`src/rtl/cpu_types_pkg.sv`:
```
// Shared CPU memory-side types: RAM status encoding, arbiter state codes and defaults.
package cpu_types_pkg;

  typedef enum logic [1:0] {
    FREE   = 2'd0,
    BUSY   = 2'd1,
    ACCESS = 2'd2,
    ERROR  = 2'd3
  } ramstate_t;

  // Plain constants keep the encoding visible to legacy tools and waveform viewers.
  typedef logic [1:0] arb_state_t;
  localparam arb_state_t IDLE  = 2'd0;
  localparam arb_state_t IBUSY = 2'd1;
  localparam arb_state_t DBUSY = 2'd2;
  localparam arb_state_t FAULT = 2'd3;

  localparam int ARB_STARVE_LIMIT = 4;
  localparam int ARB_TIMEOUT      = 255;

  function automatic logic [3:0] sat_inc4(input logic [3:0] v, input logic [3:0] lim);
    return (v >= lim) ? lim : v + 4'd1;
  endfunction

endpackage

```
`src/rtl/mem_arbiter_if.sv`:
```
// Fetch/data requester and single-port RAM signals seen by the memory arbiter.
interface mem_arbiter_if;
  import cpu_types_pkg::*;

  logic        iREN;
  logic [31:0] iaddr;
  logic [31:0] iload;
  logic        ihit;
  logic        dREN;
  logic        dWEN;
  logic [31:0] daddr;
  logic [31:0] dstore;
  logic [31:0] dload;
  logic        dhit;
  logic        ramREN;
  logic        ramWEN;
  logic [31:0] ramaddr;
  logic [31:0] ramstore;
  logic [31:0] ramload;
  ramstate_t   ramstate;
  logic        err;

  modport slave (
    input  iREN, iaddr, dREN, dWEN, daddr, dstore, ramload, ramstate,
    output iload, ihit, dload, dhit, ramREN, ramWEN, ramaddr, ramstore, err
  );

  modport master (
    output iREN, iaddr, dREN, dWEN, daddr, dstore, ramload, ramstate,
    input  iload, ihit, dload, dhit, ramREN, ramWEN, ramaddr, ramstore, err
  );

endinterface

```
`src/rtl/mem_arbiter.sv`:
```
// Single-port RAM arbiter: data-first with bounded fetch starvation, watchdog to sticky FAULT.
// Strobes one cycle after grant; hit in the ACCESS cycle; requesters hold their request until hit.
module mem_arbiter
  import cpu_types_pkg::*;
#(
  parameter int STARVE_LIMIT = ARB_STARVE_LIMIT,
  parameter int TIMEOUT      = ARB_TIMEOUT
) (
  input  logic          CLK,
  input  logic          RST,
  mem_arbiter_if.slave  bus
);

  localparam logic [3:0] LIMIT = 4'(STARVE_LIMIT);
  localparam logic [7:0] TMO   = 8'(TIMEOUT);

  arb_state_t  state;
  logic [3:0]  starve;
  logic [7:0]  wdog;
  logic [7:0]  wdog_inc;
  logic [31:0] req_addr;
  logic [31:0] req_store;
  logic        req_wen;
  logic        req_is_d;
  logic [31:0] iload_q;
  logic [31:0] dload_q;

  logic busy;
  logic access;
  logic data_req;
  logic ihit_w;
  logic dhit_w;

  assign busy     = (state == IBUSY) || (state == DBUSY);
  assign access   = busy && (bus.ramstate == ACCESS);
  assign data_req = bus.dREN || bus.dWEN;
  assign wdog_inc = wdog + 8'd1;

  // A flushed or withdrawn requester still lets the RAM cycle finish; only its hit is masked.
  assign ihit_w = access && !req_is_d && bus.iREN && (bus.iaddr == req_addr);
  assign dhit_w = access &&  req_is_d && data_req && (bus.daddr == req_addr);

  assign bus.ihit     = ihit_w;
  assign bus.dhit     = dhit_w;
  assign bus.iload    = ihit_w ? bus.ramload : iload_q;
  assign bus.dload    = dhit_w ? bus.ramload : dload_q;
  assign bus.ramREN   = busy && !req_wen;
  assign bus.ramWEN   = busy &&  req_wen;
  assign bus.ramaddr  = req_addr;
  assign bus.ramstore = req_store;
  assign bus.err      = (state == FAULT);

  always_ff @(posedge CLK or posedge RST) begin
    if (RST) begin
      state     <= IDLE;
      starve    <= '0;
      wdog      <= '0;
      req_addr  <= '0;
      req_store <= '0;
      req_wen   <= 1'b0;
      req_is_d  <= 1'b0;
      iload_q   <= '0;
      dload_q   <= '0;
    end else begin
      if (ihit_w) iload_q <= bus.ramload;
      if (dhit_w) dload_q <= bus.ramload;

      case (state)
        IDLE: begin
          if (data_req && !(bus.iREN && starve == LIMIT)) begin
            state     <= DBUSY;
            req_addr  <= bus.daddr;
            req_store <= bus.dstore;
            req_wen   <= bus.dWEN;
            req_is_d  <= 1'b1;
            wdog      <= '0;
            starve    <= bus.iREN ? sat_inc4(starve, LIMIT) : 4'd0;
          end else if (bus.iREN) begin
            state     <= IBUSY;
            req_addr  <= bus.iaddr;
            req_wen   <= 1'b0;
            req_is_d  <= 1'b0;
            wdog      <= '0;
            starve    <= '0;
          end else begin
            starve    <= '0;
          end
        end

        IBUSY, DBUSY: begin
          if (bus.ramstate == ACCESS) begin
            state <= IDLE;
          end else if (bus.ramstate == ERROR || wdog_inc == TMO) begin
            state <= FAULT;
          end else begin
            wdog  <= wdog_inc;
          end
        end

        default: state <= FAULT;
      endcase
    end
  end

endmodule

```
`src/flat_wrapper.sv`:
```
// flat-port wrapper written by rule: the top's interface ports become plain ports
module mem_arbiter_flat import cpu_types_pkg::*;
#(
  parameter int STARVE_LIMIT = ARB_STARVE_LIMIT,
  parameter int TIMEOUT      = ARB_TIMEOUT
)
  (CLK, RST, bus_iREN, bus_iaddr, bus_dREN, bus_dWEN, bus_daddr, bus_dstore, bus_ramload, bus_ramstate, bus_iload, bus_ihit, bus_dload, bus_dhit, bus_ramREN, bus_ramWEN, bus_ramaddr, bus_ramstore, bus_err);
  mem_arbiter_if bus_i ();
  input  logic CLK;
  input  logic RST;
  input wire logic [$bits(bus_i.iREN)-1:0] bus_iREN;
  input wire logic [$bits(bus_i.iaddr)-1:0] bus_iaddr;
  input wire logic [$bits(bus_i.dREN)-1:0] bus_dREN;
  input wire logic [$bits(bus_i.dWEN)-1:0] bus_dWEN;
  input wire logic [$bits(bus_i.daddr)-1:0] bus_daddr;
  input wire logic [$bits(bus_i.dstore)-1:0] bus_dstore;
  input wire logic [$bits(bus_i.ramload)-1:0] bus_ramload;
  input wire logic [$bits(bus_i.ramstate)-1:0] bus_ramstate;
  output wire logic [$bits(bus_i.iload)-1:0] bus_iload;
  output wire logic [$bits(bus_i.ihit)-1:0] bus_ihit;
  output wire logic [$bits(bus_i.dload)-1:0] bus_dload;
  output wire logic [$bits(bus_i.dhit)-1:0] bus_dhit;
  output wire logic [$bits(bus_i.ramREN)-1:0] bus_ramREN;
  output wire logic [$bits(bus_i.ramWEN)-1:0] bus_ramWEN;
  output wire logic [$bits(bus_i.ramaddr)-1:0] bus_ramaddr;
  output wire logic [$bits(bus_i.ramstore)-1:0] bus_ramstore;
  output wire logic [$bits(bus_i.err)-1:0] bus_err;
  assign bus_i.iREN = bus_iREN;
  assign bus_i.iaddr = bus_iaddr;
  assign bus_i.dREN = bus_dREN;
  assign bus_i.dWEN = bus_dWEN;
  assign bus_i.daddr = bus_daddr;
  assign bus_i.dstore = bus_dstore;
  assign bus_i.ramload = bus_ramload;
  assign bus_i.ramstate = bus_ramstate;
  assign bus_iload = bus_i.iload;
  assign bus_ihit = bus_i.ihit;
  assign bus_dload = bus_i.dload;
  assign bus_dhit = bus_i.dhit;
  assign bus_ramREN = bus_i.ramREN;
  assign bus_ramWEN = bus_i.ramWEN;
  assign bus_ramaddr = bus_i.ramaddr;
  assign bus_ramstore = bus_i.ramstore;
  assign bus_err = bus_i.err;
  mem_arbiter #(.STARVE_LIMIT(STARVE_LIMIT), .TIMEOUT(TIMEOUT)) u_core (.CLK(CLK), .RST(RST), .bus(bus_i));
endmodule
```
`config.mk`:
```
export PLATFORM = sky130hd
export DESIGN_NAME = mem_arbiter_flat
export DESIGN_NICKNAME = d
export VERILOG_FILES = /design/src/rtl/cpu_types_pkg.sv /design/src/rtl/mem_arbiter_if.sv /design/src/rtl/mem_arbiter.sv /design/src/flat_wrapper.sv
export SDC_FILE = /design/constraint.sdc
export NUM_CORES = 1
export LEC_CHECK = 0
export CELL_PAD_IN_SITES_DETAIL_PLACEMENT = 0
export CELL_PAD_IN_SITES_GLOBAL_PLACEMENT = 1
export CORE_UTILIZATION = 36
export DETAILED_ROUTE_END_ITERATION = 12
export HOLD_SLACK_MARGIN = 0.08
export PLACE_DENSITY = 0.95
export SLEW_MARGIN = 15
export SYNTH_ARGS = -nofsm -noshare
export SYNTH_HDL_FRONTEND = slang
export SYNTH_SLANG_ARGS = --single-unit
```
`constraint.sdc`:
```
create_clock -name CLK -period 10.8 [get_ports CLK]
set_input_delay 2.16 -clock CLK [delete_from_list [all_inputs] [get_ports CLK]]
set_output_delay 2.16 -clock CLK [all_outputs]
set_load 0.02 [all_outputs]
```
==> impl_metrics.ini, run 1 <==
[grt]
grt_antenna_before_repair = 0
grt_pass1_wl_mm = 29.4
grt_max_degree = 74
grt_usage = 0.194
grt_overflow = 0
grt_pass1_vias = 5297

[synthesis]
synth_warnings = 0
syn_area_per_cell_sq_um = 12.3
netlist_top_cells_area = dfrtp_1 (53%), mux2_1 (16%), xor2_1 (6.2%)
synth_cells = 554
synth_top_area_frac = 0.530
netlist_area_sq_mm = 0.00680
synth-seq-area-share = 0.530
ys_ff_latch = 144
yosysUniqueCellTypes = 47
synth_fp_nets = 695
synth_top_cell_by_area = dfrtp_1

[die]
core_sq_mm = 0.0182
die_y_um = 139
ios = 268
start_util = 0.374
num_rows = 49
fp.dieW_um = 139
die_area_sq_mm = 0.0194

[clocking]
cts_hold_buf = 0
clockRootBuffer = clkbuf_16
clockBufferDepth = 2
cts_setup_buffers = 0
clkLatencyLatePin_ns = 0.41
cts_max_level = 4
cts_sinks = 144
tritoncts = yes
cts_buffers = 17
cts_resized = 0
clk_pin_slew_ns = 0.06

[layout]
nNetsFinal = 962
drive_above_1_share = 0.0564
n_fill_cell = 1543
regArea_sq_mm = 0.00360
multi_input_area_sq_mm = 0.00305
finalInstanceArea_sq_mm = 0.0103
fin_cells = 1063
fin_util = 0.568
syn_to_final_growth_pct = 52.1
insertedDiodeCount = 0

[route]
wl_mm = 18.3
remaining_drc_errors = 0
viasPerCell = 4.92
num_vias = 5226
first_iter_violations = 193
routedWlPerCell_um = 17.2
ant_nets = 0
firstDrtPassIters = 4

[worst_setup_path]
crit_path_cell_trace = clkdlybuf4s50_1 -> xor2_1 -> nor4_1 -> nand4_1 -> nor3_4 -> buf_4 -> mux2_1 -> clkdlybuf4s50_1
path_depth = 8
startpoint = bus_daddr[2]
ff2ff_path_depth = 8
crit_path_frequent_cell = clkdlybuf4s50_1
required_ns = 8.64
cpPeakStageDelay_ns = 0.57
critPathTopFamily = buffers and inverters
reg2reg_slack_ns = 8.11
cp_max_fo = 32
reg2reg_to = u_core.wdog[1]
cpMaxStageDelayCell = clkdlybuf4s50_1
critPathCaptureType = output pin
r2r_start = u_core.state[0]
timing.critical_path.to = bus_dload[17]
worstPathArrival_ns = 5.10
critPathLaunchType = input pin
critPathBufInv = 3
path_class = in2out

[run_status]
status = completed

[sta]
setup_tns_ns = 0
slew_headroom = 0.360
hold_violations = 0
finalSetupViolCount = 0
worst_pin_slew_ns = 0.961
fin_crit_ns = 7.26
finalCritPeriodShare = 0.673
rsz0062_at_grt = false
finClkSkew_ns = 0.00908
max_freq_ghz = 0.138
finalMaxSlewViolations = 0

[power]
vdd_drop_max_mv = 0.140
p_per_area_mw_per_mm2 = 234
p_leak_uw = 0.00463

[place]
hpwlAfterDp_mm = 13.6
placed_area_sq_mm = 0.00970
portBuffers = 267
place.gp.congestion = 0.755
dp.cells = 1031

[job]
cap_viol_max_count = 0

[min_path]
hp-class = reg2reg
==> per-layer routing <==
metal,up-vias,routed length (um),GRT usage
li1,2487,-,-
met1,2532,8040,0.247
met2,193,8690,0.315
met3,14,1370,0.0657
met4,0,213,0.0526
met5,-,0,0
==> worst min path at each step <==
| stage | start | slack [ns] | cells after the start | end |
|---|---|---|---|---|
| 4_1_cts | u_core.iload_q[16] | 0.49 | 1 | u_core.iload_q[16] |
| 5_1_grt | u_core.dload_q[31] | 0.50 | 1 | u_core.dload_q[31] |
| 2_1_floorplan | u_core.req_is_d | 0.46 | 2 | u_core.req_is_d |
| 3_5_place_dp | u_core.dload_q[6] | 0.47 | 1 | u_core.dload_q[6] |
| 6_report | u_core.dload_q[4] | 0.48 | 1 | u_core.dload_q[4] |
| 3_3_place_gp | u_core.iload_q[16] | 0.46 | 1 | u_core.iload_q[16] |
==> state kept, by name, summed over array words and instances, names as in the netlist <==
signal	flops
u_core.wdog	8
u_core.bus.ramaddr	32
u_core.state	2
u_core.starve	4
u_core.iload_q	32
u_core.dload_q	32
u_core.req_wen	1
u_core.req_is_d	1
u_core.bus.ramstore	32
==> cell usage in the layout (no fill, tap or decap), types with 7 or more instances in the layout <==
master | synthesis | layout
mux2_1 | 96 | 96
clkdlybuf4s50_1 | 0 | 267
nand3_1 | 9 | 9
nor4_1 | 13 | 13
dfrtp_1 | 144 | 144
xor2_1 | 48 | 48
clkbuf_16 | 0 | 17
nor2_1 | 11 | 11
mux2i_1 | 33 | 33
nand4_1 | 11 | 11
inv_1 | 8 | 7
o21ai_1 | 32 | 32
xnor2_1 | 19 | 19
nand2_1 | 46 | 46
==> per-stage QoR <==
step           hold slack [ns]  power (uW)  setup WS [ns]
3_3_place_gp             0.462        1770           3.57
2_1_floorplan            0.460        1340           4.77
4_1_cts                  0.487        2450           3.53
5_1_grt                  0.497        2560           3.40
3_5_place_dp             0.470        1780           3.54
6_report                 0.483        2420           3.54
==> power breakdown <==
group          total [uW]  leakage (uW)  internal (uW)  switching, uW
registers             809       0.00188            680            129
clock network         652      0.000313            420            231
logic                 956       0.00244            460            496
==> cell type report <==
type / count / area share
clock buffer: 21 / 0.0435
inverter: 10 / 0.00411
timing repair buffer: 273 / 0.263
tap: 229 / 0.0277
clock inverter: 11 / 0.0195
multi-input combinational: 375 / 0.294
sequential: 144 / 0.348
==> cells in the mapped netlist, drive strengths merged <==
cell,number
a21o,1
a21oi,3
a22o,1
a22oi,2
a2bb2oi,2
a31o,3
a31oi,3
a32o,2
a32oi,1
and2,3
and2b,1
and3,3
and3b,1
buf,18
clkbuf,7
dfrtp,144
ha,6
inv,10
mux2,96
mux2i,33
nand2,46
nand2b,1
nand3,9
nand4,11
nand4b,1
nor2,11
nor2b,3
nor3,4
nor3b,1
nor4,13
nor4b,1
o21a,1
o21ai,38
o31ai,3
or2,2
or4,2
xnor2,19
xor2,48
==> cells by family (layout without fill, tap and decap cells) <==
logic type | Yosys count | in the layout | share of synthesized area
buf+inv | 35 | 315 | 0.0263
mux | 129 | 129 | 0.208
compound gates | 60 | 60 | 0.0537
simple gates | 113 | 113 | 0.0854
flops | 144 | 144 | 0.530
xor+xnor | 67 | 67 | 0.0863
fa+ha+maj | 6 | 6 | 0.0110
Note: power is estimated with default switching activity, not from simulation.
==> run 2: changes to the inputs <==
--- a/config.mk
+++ b/config.mk
@@ -7,10 +7,10 @@
 export LEC_CHECK = 0
 export CELL_PAD_IN_SITES_DETAIL_PLACEMENT = 0
 export CELL_PAD_IN_SITES_GLOBAL_PLACEMENT = 1
-export CORE_UTILIZATION = 36
+export CORE_UTILIZATION = 34
 export DETAILED_ROUTE_END_ITERATION = 12
 export HOLD_SLACK_MARGIN = 0.08
-export PLACE_DENSITY = 0.95
+export PLACE_DENSITY = 0.91
 export SLEW_MARGIN = 15
 export SYNTH_ARGS = -nofsm -noshare
 export SYNTH_HDL_FRONTEND = slang
==> constraint.sdc (replaced) <==
create_clock -name CLK -period 7.15 [get_ports CLK]
set_input_delay 1.43 -clock CLK [delete_from_list [all_inputs] [get_ports CLK]]
set_output_delay 1.43 -clock CLK [all_outputs]
set_load 0.02 [all_outputs]
==> impl_metrics.ini, run 2 (synthesis gave the netlist of run 1 again) <==
[power]
vdd_drop_max_mv = 0.194
p_leak_uw = 0.00461
power.total_uw = 3620
p_per_area_mw_per_mm2 = 349

[sta]
finalMaxSlewViolations = 0
fin_crit_ns = 5.80
setup_tns_ns = 0
hold_ws_ns = 0.481
finClkSkew_ns = 0.0153
worst_pin_slew_ns = 0.897
rsz0062_at_grt = false
max_freq_ghz = 0.172
finalSetupViolCount = 0
hold_violations = 0
finalCritPeriodShare = 0.812
slew_headroom = 0.400

[layout]
multi_input_area_sq_mm = 0.00305
nNetsFinal = 961
regArea_sq_mm = 0.00360
drive_above_1_share = 0.0600
final_common_cell = clkdlybuf4s50_1
layout_common_cells = clkdlybuf4s50_1 (267), dfrtp_1 (144), mux2_1 (96)
syn_to_final_growth_pct = 52.4
finalInstanceArea_sq_mm = 0.0104
n_fill_cell = 1754
insertedDiodeCount = 0

[worst_setup_path]
required_ns = 5.72
cpMaxStageDelayCell = clkdlybuf4s50_1
crit_path_frequent_cell = clkdlybuf4s50_1
reg2reg_slack_ns = 4.50
critPathLaunchType = input pin
cp_max_fo = 32
path_class = in2out
worstPathArrival_ns = 4.37
crit_path_cell_trace = clkdlybuf4s50_1 -> xor2_1 -> nor4_1 -> nand3_1 -> nor3_4 -> buf_4 -> mux2_1 -> clkdlybuf4s50_1
critPathCaptureType = output pin
cpPeakStageDelay_ns = 0.57

[die]
core_sq_mm = 0.0195
num_rows = 51
start_util = 0.348
ios = 268
fp.dieW_um = 143
die_area_sq_mm = 0.0206
die_y_um = 143

[clocking]
tritoncts = yes
cts_buffers = 17
cts_hold_buf = 0
cts_sinks = 144
clockBufferDepth = 2
cts_setup_buffers = 0
cts_max_level = 4
clk_pin_slew_ns = 0.06
clockRootBuffer = clkbuf_16
cts_resized = 0
clkLatencyLatePin_ns = 0.42

[grt]
grt_antenna_before_repair = 0
grt_pass1_vias = 5469
grt_max_degree = 81
grt_overflow = 0
grt_usage = 0.188
grt_pass1_wl_mm = 29.3

[route]
wl_mm = 18.8
num_vias = 5191
ant_nets = 0
remaining_drc_errors = 0
firstDrtPassIters = 4
routedWlPerCell_um = 17.1
first_iter_violations = 194
viasPerCell = 4.73

[run_status]
status = completed

[place]
place.gp.congestion = 0.762
hpwlAfterDp_mm = 13.9
placed_area_sq_mm = 0.00974
portBuffers = 267

[job]
cap_viol_max_count = 0

[min_path]
hp-class = reg2reg
-- run 2: path summary, 6_finish.rpt --
check	start	to	depth (start not counted)
setup / recovery	bus_iaddr[15]	bus_iload[15]	8
hold / removal	u_core.iload_q[6]	u_core.iload_q[6]	1
setup reg to reg	u_core.state[1]	u_core.iload_q[18]	8
hold reg to reg	u_core.iload_q[6]	u_core.iload_q[6]	1
max in group asynchronous	RST	u_core.iload_q[27]	3
min in group asynchronous	RST	u_core.iload_q[16]	2
-- run 2: report_power, final --
| part | switching [uW] | internal [uW] |
|---|---|---|
| registers | 197 | 1030 |
| clock network | 372 | 576 |
| logic | 751 | 694 |
| total | 1320 | 2300 |
-- run 2: layout make-up --
type                    count  share of cell area
well taps                 265              0.0320
clock inverters            13              0.0168
inverters                  10             0.00411
repair buffers            272               0.262
clock buffers              19              0.0437
multi-input cells         375               0.294
flip-flops and latches    144               0.348
-- run 2: metrics by stage --
stage / worst slack, ns / utilization / cells
floorplan: 1.85 / - / 554
global placement: 1.37 / 0.499 / 1066
detailed placement: 1.32 / 0.499 / 1066
CTS: 1.30 / 0.531 / 1098
global route: 1.16 / 0.531 / 1098
finish: 1.35 / 0.531 / 1098
-- run 2: worst max-delay path, delay by kind of cell --
kind / cells / cell delay, ns
xor+xnor: 1 / 0.16
simple gates: 3 / 0.94
mux: 1 / 0.40
buf+inv: 3 / 1.44
-- run 2: layer usage --
metal,track usage,up-vias,part of all wire
li1,-,2488,-
met1,0.229,2490,0.41
met3,0.0643,26,0.090
met5,0,-,0
met4,0.0649,0,0.021
met2,0.308,187,0.48
